--- src/rtl/logic_pkg.sv ---
// Shared opcode definitions for the bitwise logic unit.
// Provides the opcode width and the eight operation select encodings.
package logic_pkg;

   localparam int unsigned OP_W = 3;

   localparam logic [OP_W-1:0] OP_AND  = 3'b000;
   localparam logic [OP_W-1:0] OP_OR   = 3'b001;
   localparam logic [OP_W-1:0] OP_XOR  = 3'b010;
   localparam logic [OP_W-1:0] OP_NAND = 3'b011;
   localparam logic [OP_W-1:0] OP_NOR  = 3'b100;
   localparam logic [OP_W-1:0] OP_XNOR = 3'b101;
   localparam logic [OP_W-1:0] OP_ANDN = 3'b110;
   localparam logic [OP_W-1:0] OP_PASS = 3'b111;

endpackage

--- src/rtl/out_buf2.sv ---
// Two-entry in-order output buffer with valid/ready handshake on both sides.
// Ports:
//   clk, rst_n   : clock, asynchronous active-low reset
//   push         : write push_data this edge (ignored when full)
//   push_data    : payload to store
//   pop_ready    : downstream ready; pops the head when out_valid is high
//   out_valid    : buffer holds at least one entry
//   out_data     : oldest entry
//   not_full     : registered, high iff fewer than two entries are held
module out_buf2 #(
   parameter int unsigned PW = 21
) (
   input  logic          clk,
   input  logic          rst_n,
   input  logic          push,
   input  logic [PW-1:0] push_data,
   input  logic          pop_ready,
   output logic          out_valid,
   output logic [PW-1:0] out_data,
   output logic          not_full
);

   logic [PW-1:0] r_mem [2];
   logic          r_head;
   logic [1:0]    r_count;
   logic          r_valid;
   logic          r_not_full;

   logic          w_push;
   logic          w_pop;
   logic          w_wr_ptr;
   logic [1:0]    w_count_nxt;

   // Handshake qualification and next occupancy
   always_comb begin
      w_push      = push & r_not_full;
      w_pop       = r_valid & pop_ready;
      // Free slot sits just past the occupied ones (mod 2)
      w_wr_ptr    = r_head ^ r_count[0];
      w_count_nxt = r_count + 2'(w_push) - 2'(w_pop);
   end

   // Storage, pointer and occupancy state
   always_ff @(posedge clk or negedge rst_n) begin
      if (!rst_n) begin
         r_mem[0]   <= '0;
         r_mem[1]   <= '0;
         r_head     <= 1'b0;
         r_count    <= 2'd0;
         r_valid    <= 1'b0;
         r_not_full <= 1'b0;
      end else begin
         if (w_push) begin
            r_mem[w_wr_ptr] <= push_data;
         end
         if (w_pop) begin
            r_head <= ~r_head;
         end
         r_count    <= w_count_nxt;
         r_valid    <= (w_count_nxt != 2'd0);
         r_not_full <= ~w_count_nxt[1];
      end
   end

   assign out_valid = r_valid;
   assign out_data  = r_mem[r_head];
   assign not_full  = r_not_full;

endmodule

--- src/rtl/logic_unit_pipe.sv ---
// Bitwise logic unit with a 2-entry output buffer and handshake counter.
// Ports:
//   clk, rst_n             : clock, asynchronous active-low reset
//   in_valid/in_ready      : request handshake (in_ready is registered)
//   in_op, in_a, in_b      : operation select and operands
//   in_tag                 : caller tag returned with the result
//   out_valid/out_ready    : result handshake
//   out_result, out_zero   : oldest result and its all-zero flag
//   out_tag                : tag of the oldest result
//   ops_done               : saturating count of output handshakes
module logic_unit_pipe
   import logic_pkg::*;
#(
   parameter int unsigned WIDTH = 16,
   parameter int unsigned TAG_W = 4
) (
   input  logic             clk,
   input  logic             rst_n,
   input  logic             in_valid,
   output logic             in_ready,
   input  logic [OP_W-1:0]  in_op,
   input  logic [WIDTH-1:0] in_a,
   input  logic [WIDTH-1:0] in_b,
   input  logic [TAG_W-1:0] in_tag,
   output logic             out_valid,
   input  logic             out_ready,
   output logic [WIDTH-1:0] out_result,
   output logic             out_zero,
   output logic [TAG_W-1:0] out_tag,
   output logic [15:0]      ops_done
);

   localparam int unsigned PW = WIDTH + 1 + TAG_W;

   logic [WIDTH-1:0] w_result;
   logic             w_zero;
   logic [PW-1:0]    w_push_data;
   logic [PW-1:0]    w_head_data;
   logic             w_not_full;
   logic             w_out_valid;
   logic             w_push;
   logic [15:0]      r_ops_done;

   // Opcode datapath
   always_comb begin
      w_result = '0;
      case (in_op)
         OP_AND:  w_result = in_a & in_b;
         OP_OR:   w_result = in_a | in_b;
         OP_XOR:  w_result = in_a ^ in_b;
         OP_NAND: w_result = ~(in_a & in_b);
         OP_NOR:  w_result = ~(in_a | in_b);
         OP_XNOR: w_result = ~(in_a ^ in_b);
         OP_ANDN: w_result = in_a & ~in_b;
         OP_PASS: w_result = in_a;
         default: w_result = '0;
      endcase
      w_zero      = (w_result == '0);
      w_push      = in_valid & w_not_full;
      w_push_data = {w_result, w_zero, in_tag};
   end

   out_buf2 #(
      .PW (PW)
   ) u_out_buf2 (
      .clk       (clk),
      .rst_n     (rst_n),
      .push      (w_push),
      .push_data (w_push_data),
      .pop_ready (out_ready),
      .out_valid (w_out_valid),
      .out_data  (w_head_data),
      .not_full  (w_not_full)
   );

   // Saturating output handshake counter
   always_ff @(posedge clk or negedge rst_n) begin
      if (!rst_n) begin
         r_ops_done <= 16'd0;
      end else if (w_out_valid && out_ready && (r_ops_done != 16'hFFFF)) begin
         r_ops_done <= r_ops_done + 16'd1;
      end
   end

   assign in_ready   = w_not_full;
   assign out_valid  = w_out_valid;
   assign out_result = w_head_data[PW-1 -: WIDTH];
   assign out_zero   = w_head_data[TAG_W];
   assign out_tag    = w_head_data[TAG_W-1:0];
   assign ops_done   = r_ops_done;

endmodule

--- config.mk ---
export PLATFORM = sky130hd
export DESIGN_NAME = logic_unit_pipe
export DESIGN_NICKNAME = d
export VERILOG_FILES = /design/src/rtl/logic_pkg.sv /design/src/rtl/out_buf2.sv /design/src/rtl/logic_unit_pipe.sv
export SDC_FILE = /design/constraint.sdc
export NUM_CORES = 1
export LEC_CHECK = 0
export ABC_AREA = 0
export CORE_MARGIN = 4
export CORE_UTILIZATION = 54
export CTS_CLUSTER_DIAMETER = 150
export DETAILED_ROUTE_END_ITERATION = 12
export HOLD_SLACK_MARGIN = 0.05
export PLACE_DENSITY_LB_ADDON = 0.3
export SLEW_MARGIN = 5
export SYNTH_ARGS = -nofsm -noshare
export SYNTH_HDL_FRONTEND = slang
export SYNTH_HIERARCHICAL = 1
export SYNTH_SLANG_ARGS = --single-unit
--- constraint.sdc ---
create_clock -name clk -period 2.34 [get_ports clk]
set_clock_uncertainty 0.1 [all_clocks]
set_input_delay 0.468 -clock clk [delete_from_list [all_inputs] [get_ports clk]]
set_output_delay 0.468 -clock clk [all_outputs]
set_load 0.02 [all_outputs]
==> impl_metrics.tcl <==
set metrics [dict create \
    ff2ff_path_depth 8 \
    final_nets 733 \
    critPathRequiredTime_ns 2.45 \
    netSwitchingFraction_pct 36.2 \
    die_area_um2 10600 \
    synth_flop_cell "dfrtp_1" \
    htreeDepth 3 \
    p_leak_nw 3.37 \
    p_int_mw 3.84 \
    p_seq_share_pct 30.8 \
    die_w_um 103 \
    root_buffer "clkbuf_8" \
    final_min_period_over_clock_period_pct 103 \
    setup_viol_count_final 2 \
    tightestPinTransition_ns 0.519 \
    min_from "u_out_buf2/r_mem[35]" \
    route.detailed.drc 0 \
    critPathKind "input port to register" \
    ys_ff_latch 63 \
    antenna_cells 0 \
    end_kind "register" \
    status "finished with violations" \
    grt_pass1_vias 4324 \
    fmax_ghz 0.417 \
    clkPwrFrac_pct 16.6 \
    grt_overflow_total 0 \
    final_cell_mix "98 x buf_4, 62 x dfrtp_1, 48 x mux2_2" \
    dp.cells 716 \
    vias 4166 \
    power_density_nw_per_um2 866 \
    synth.avg_cell_area_um2 10.5 \
    yosys-top-cells-area "dfrtp_1 33%, ha_1 13%, mux2_2 11%" \
    place_hpwl_mm 8.84 \
    start_kind "input port" \
    synthArstFlopShare_pct 100 \
    hold_viol 0 \
    via_per_inst 5.55 \
    hold_path_depth 1 \
    yosysWarnings 6 \
    cts_tree "done" \
    antenna_found_initial 0 \
    coreArea_um2 8720 \
    setup_slack_ns -0.0588 \
    p_switching_mw 2.18 \
    dr.pass1.iters 4 \
    crit_fanout 3 \
    path_clk_slew_ns 0.07 \
    syn_nets 557 \
    grt_pass1_wl_mm 20.6 \
    worstPathArrival_ns 2.51 \
    synth_cell_types 59 \
    synth.cell_area_um2 4850 \
    ant_nets 0 \
    cts_inserted_buffers 9 \
    hold_class "register to register" \
    ir_worst_vdd_uv 599 \
    r2r_start "ops_done[1]" \
    r2r_slack_ns 0.10 \
    ys_seq_area_share_pct 32.5 \
    synth_area_leader_cell "dfrtp_1" \
    drv_cap 0 \
    start_util_pct 55.6 \
    final.setup.tns_ns -0.101 \
    wl_mm 13.1 \
    p_comb_share_pct 52.6 \
    die_y_um 103 \
    drt_iter0_drc 115 \
    synthDominantCellAreaShare_pct 32.5 \
    final_common_cell "buf_4" \
    wl_per_cell_um 17.5 \
    min_period_ns 2.40 \
    clock_tree.buffer_depth 2 \
    port_buffers 81 \
    clkSinkCount 63 \
    io_pins 82 \
    whs_endpoint "u_out_buf2/r_mem[35]" \
    rows 34 \
    worstSkewPairLatency_ns 0.33 \
    grt_max_degree 27 \
    synth_edf_count 0 \
    drv_slew 0 \
    maxSlewHeadroom_pct 65.4 \
    grt_util_all_layers_pct 24.6 \
    layout-drive-gt1-share_pct 38.7 \
    final_cells 751 \
    violations "negative setup slack" \
    synth_cells 463 \
    place_congestion 0.882 \
    reg2reg_to "ops_done[15]" \
    area_growth_syn_to_layout_pct 43.5 \
]
==> power groups by stage <==
stage	Clock, mW	Sequential (mW)	Combinational [mW]
finish	1.00	1.85	3.16
global route	1.06	1.90	3.38
detailed placement	0	1.84	3.16
CTS	1.02	1.84	3.09
global placement	0	1.80	3.07
floorplan	0	1.84	1.89
==> metrics by stage <==
| step | worst slack, ns | total power [mW] | cell area, um2 | hold WS (ns) | util [%] |
|---|---|---|---|---|---|
| after global placement | -0.555 | 4.88 | 6300 | 0.345 | 72.3 |
| after CTS | 0.00248 | 5.95 | 6670 | 0.410 | 76.5 |
| after floorplan | 0.0584 | 3.72 | 4850 | 0.0724 | - |
| final | -0.0588 | 6.02 | 6960 | 0.406 | 79.8 |
| after global routing | -0.112 | 6.34 | 6960 | 0.417 | 79.8 |
| after detailed placement | -0.616 | 5.00 | 6300 | 0.359 | 72.3 |
==> routing by layer <==
layer	global-route usage [%]	up-vias	share of wire [%]
li1	-	1963	-
met1	30.2	2079	42
met2	42.7	104	52
met3	5.35	20	4.4
met4	8.67	0	1.6
met5	0	-	0
==> how the worst max path moves through the flow <==
stage	from	end	slack, ns	depth (start not counted)
floorplan	in_a[11]	u_out_buf2/r_mem[25]	0.06	9
global placement	in_a[11]	u_out_buf2/r_mem[25]	-0.55	10
detailed placement	in_b[11]	u_out_buf2/r_mem[25]	-0.62	10
CTS	in_a[0]	u_out_buf2/r_mem[25]	0.002	9
global route	in_a[0]	u_out_buf2/r_mem[25]	-0.11	9
finish	in_a[0]	u_out_buf2/r_mem[25]	-0.06	9
==> cells in the mapped netlist, drive strengths merged, types with 2 or more instances <==
library cell,count
a2111oi,3
nor4,3
nand2,30
nand3,5
and2,3
nor2,26
ha,51
o22ai,6
mux2,70
xor2,4
a22oi,2
buf,21
or2,2
inv,49
or3,2
nor4b,2
nand4,5
a221oi,6
a21oi,15
mux4,3
nor2b,5
nor3,6
nand2b,9
a32o,2
mux2i,21
a211oi,4
xnor2,14
dfrtp,63
o21ai,14
==> layout make-up <==
class	count	area (um2)
Clock buffer	13	179
Clock inverter	2	37.5
Fill cell	538	1770
Inverter	49	188
Multi-Input combinational cell	329	3210
Sequential cell	63	1580
Tap cell	108	135
Timing Repair Buffer	187	1630
==> worst max-delay path, stage by stage <==
cell and delay, ns:
clkdlybuf4s50_1 0.51, inv_1 0.09, ha_4 0.25, nand2_1 0.08, o21ai_0 0.15, a221oi_2 0.37
nor4_2 0.09, and4b_1 0.22, mux2_2 0.27
==> registers in the layout, summed over array words and instances, names as in the netlist <==
name,flops
ops_done,16
u_out_buf2/out_valid,1
u_out_buf2/r_mem,42
u_out_buf2/r_head,1
u_out_buf2/r_count,2
u_out_buf2/not_full,1
==> cells by family after synthesis <==
kind of cell | Yosys count | synth area share, %
AO/OA/AOI/OAI | 63 | 9.30
XOR/XNOR | 18 | 3.41
adder cells (fa/ha/maj) | 51 | 13.2
buffers and inverters | 71 | 7.18
flip-flops | 63 | 32.5
multiplexers | 94 | 23.5
AND/OR/NAND/NOR | 103 | 10.9
==> what timing repair did <==
| item | 4_1_cts | 5_1_grt |
|---|---|---|
| resized for setup | 59 | 47 |
| setup endpoints to repair | 20 | 8 |
| cloned | 0 | 1 |
| setup buffers | 8 | 10 |
| hold buffers | 1 | 0 |
| pin swaps | 13 | 20 |
| endpoints found under the hold margin | 20 | 0 |
Power figures use the tool's default switching activity.
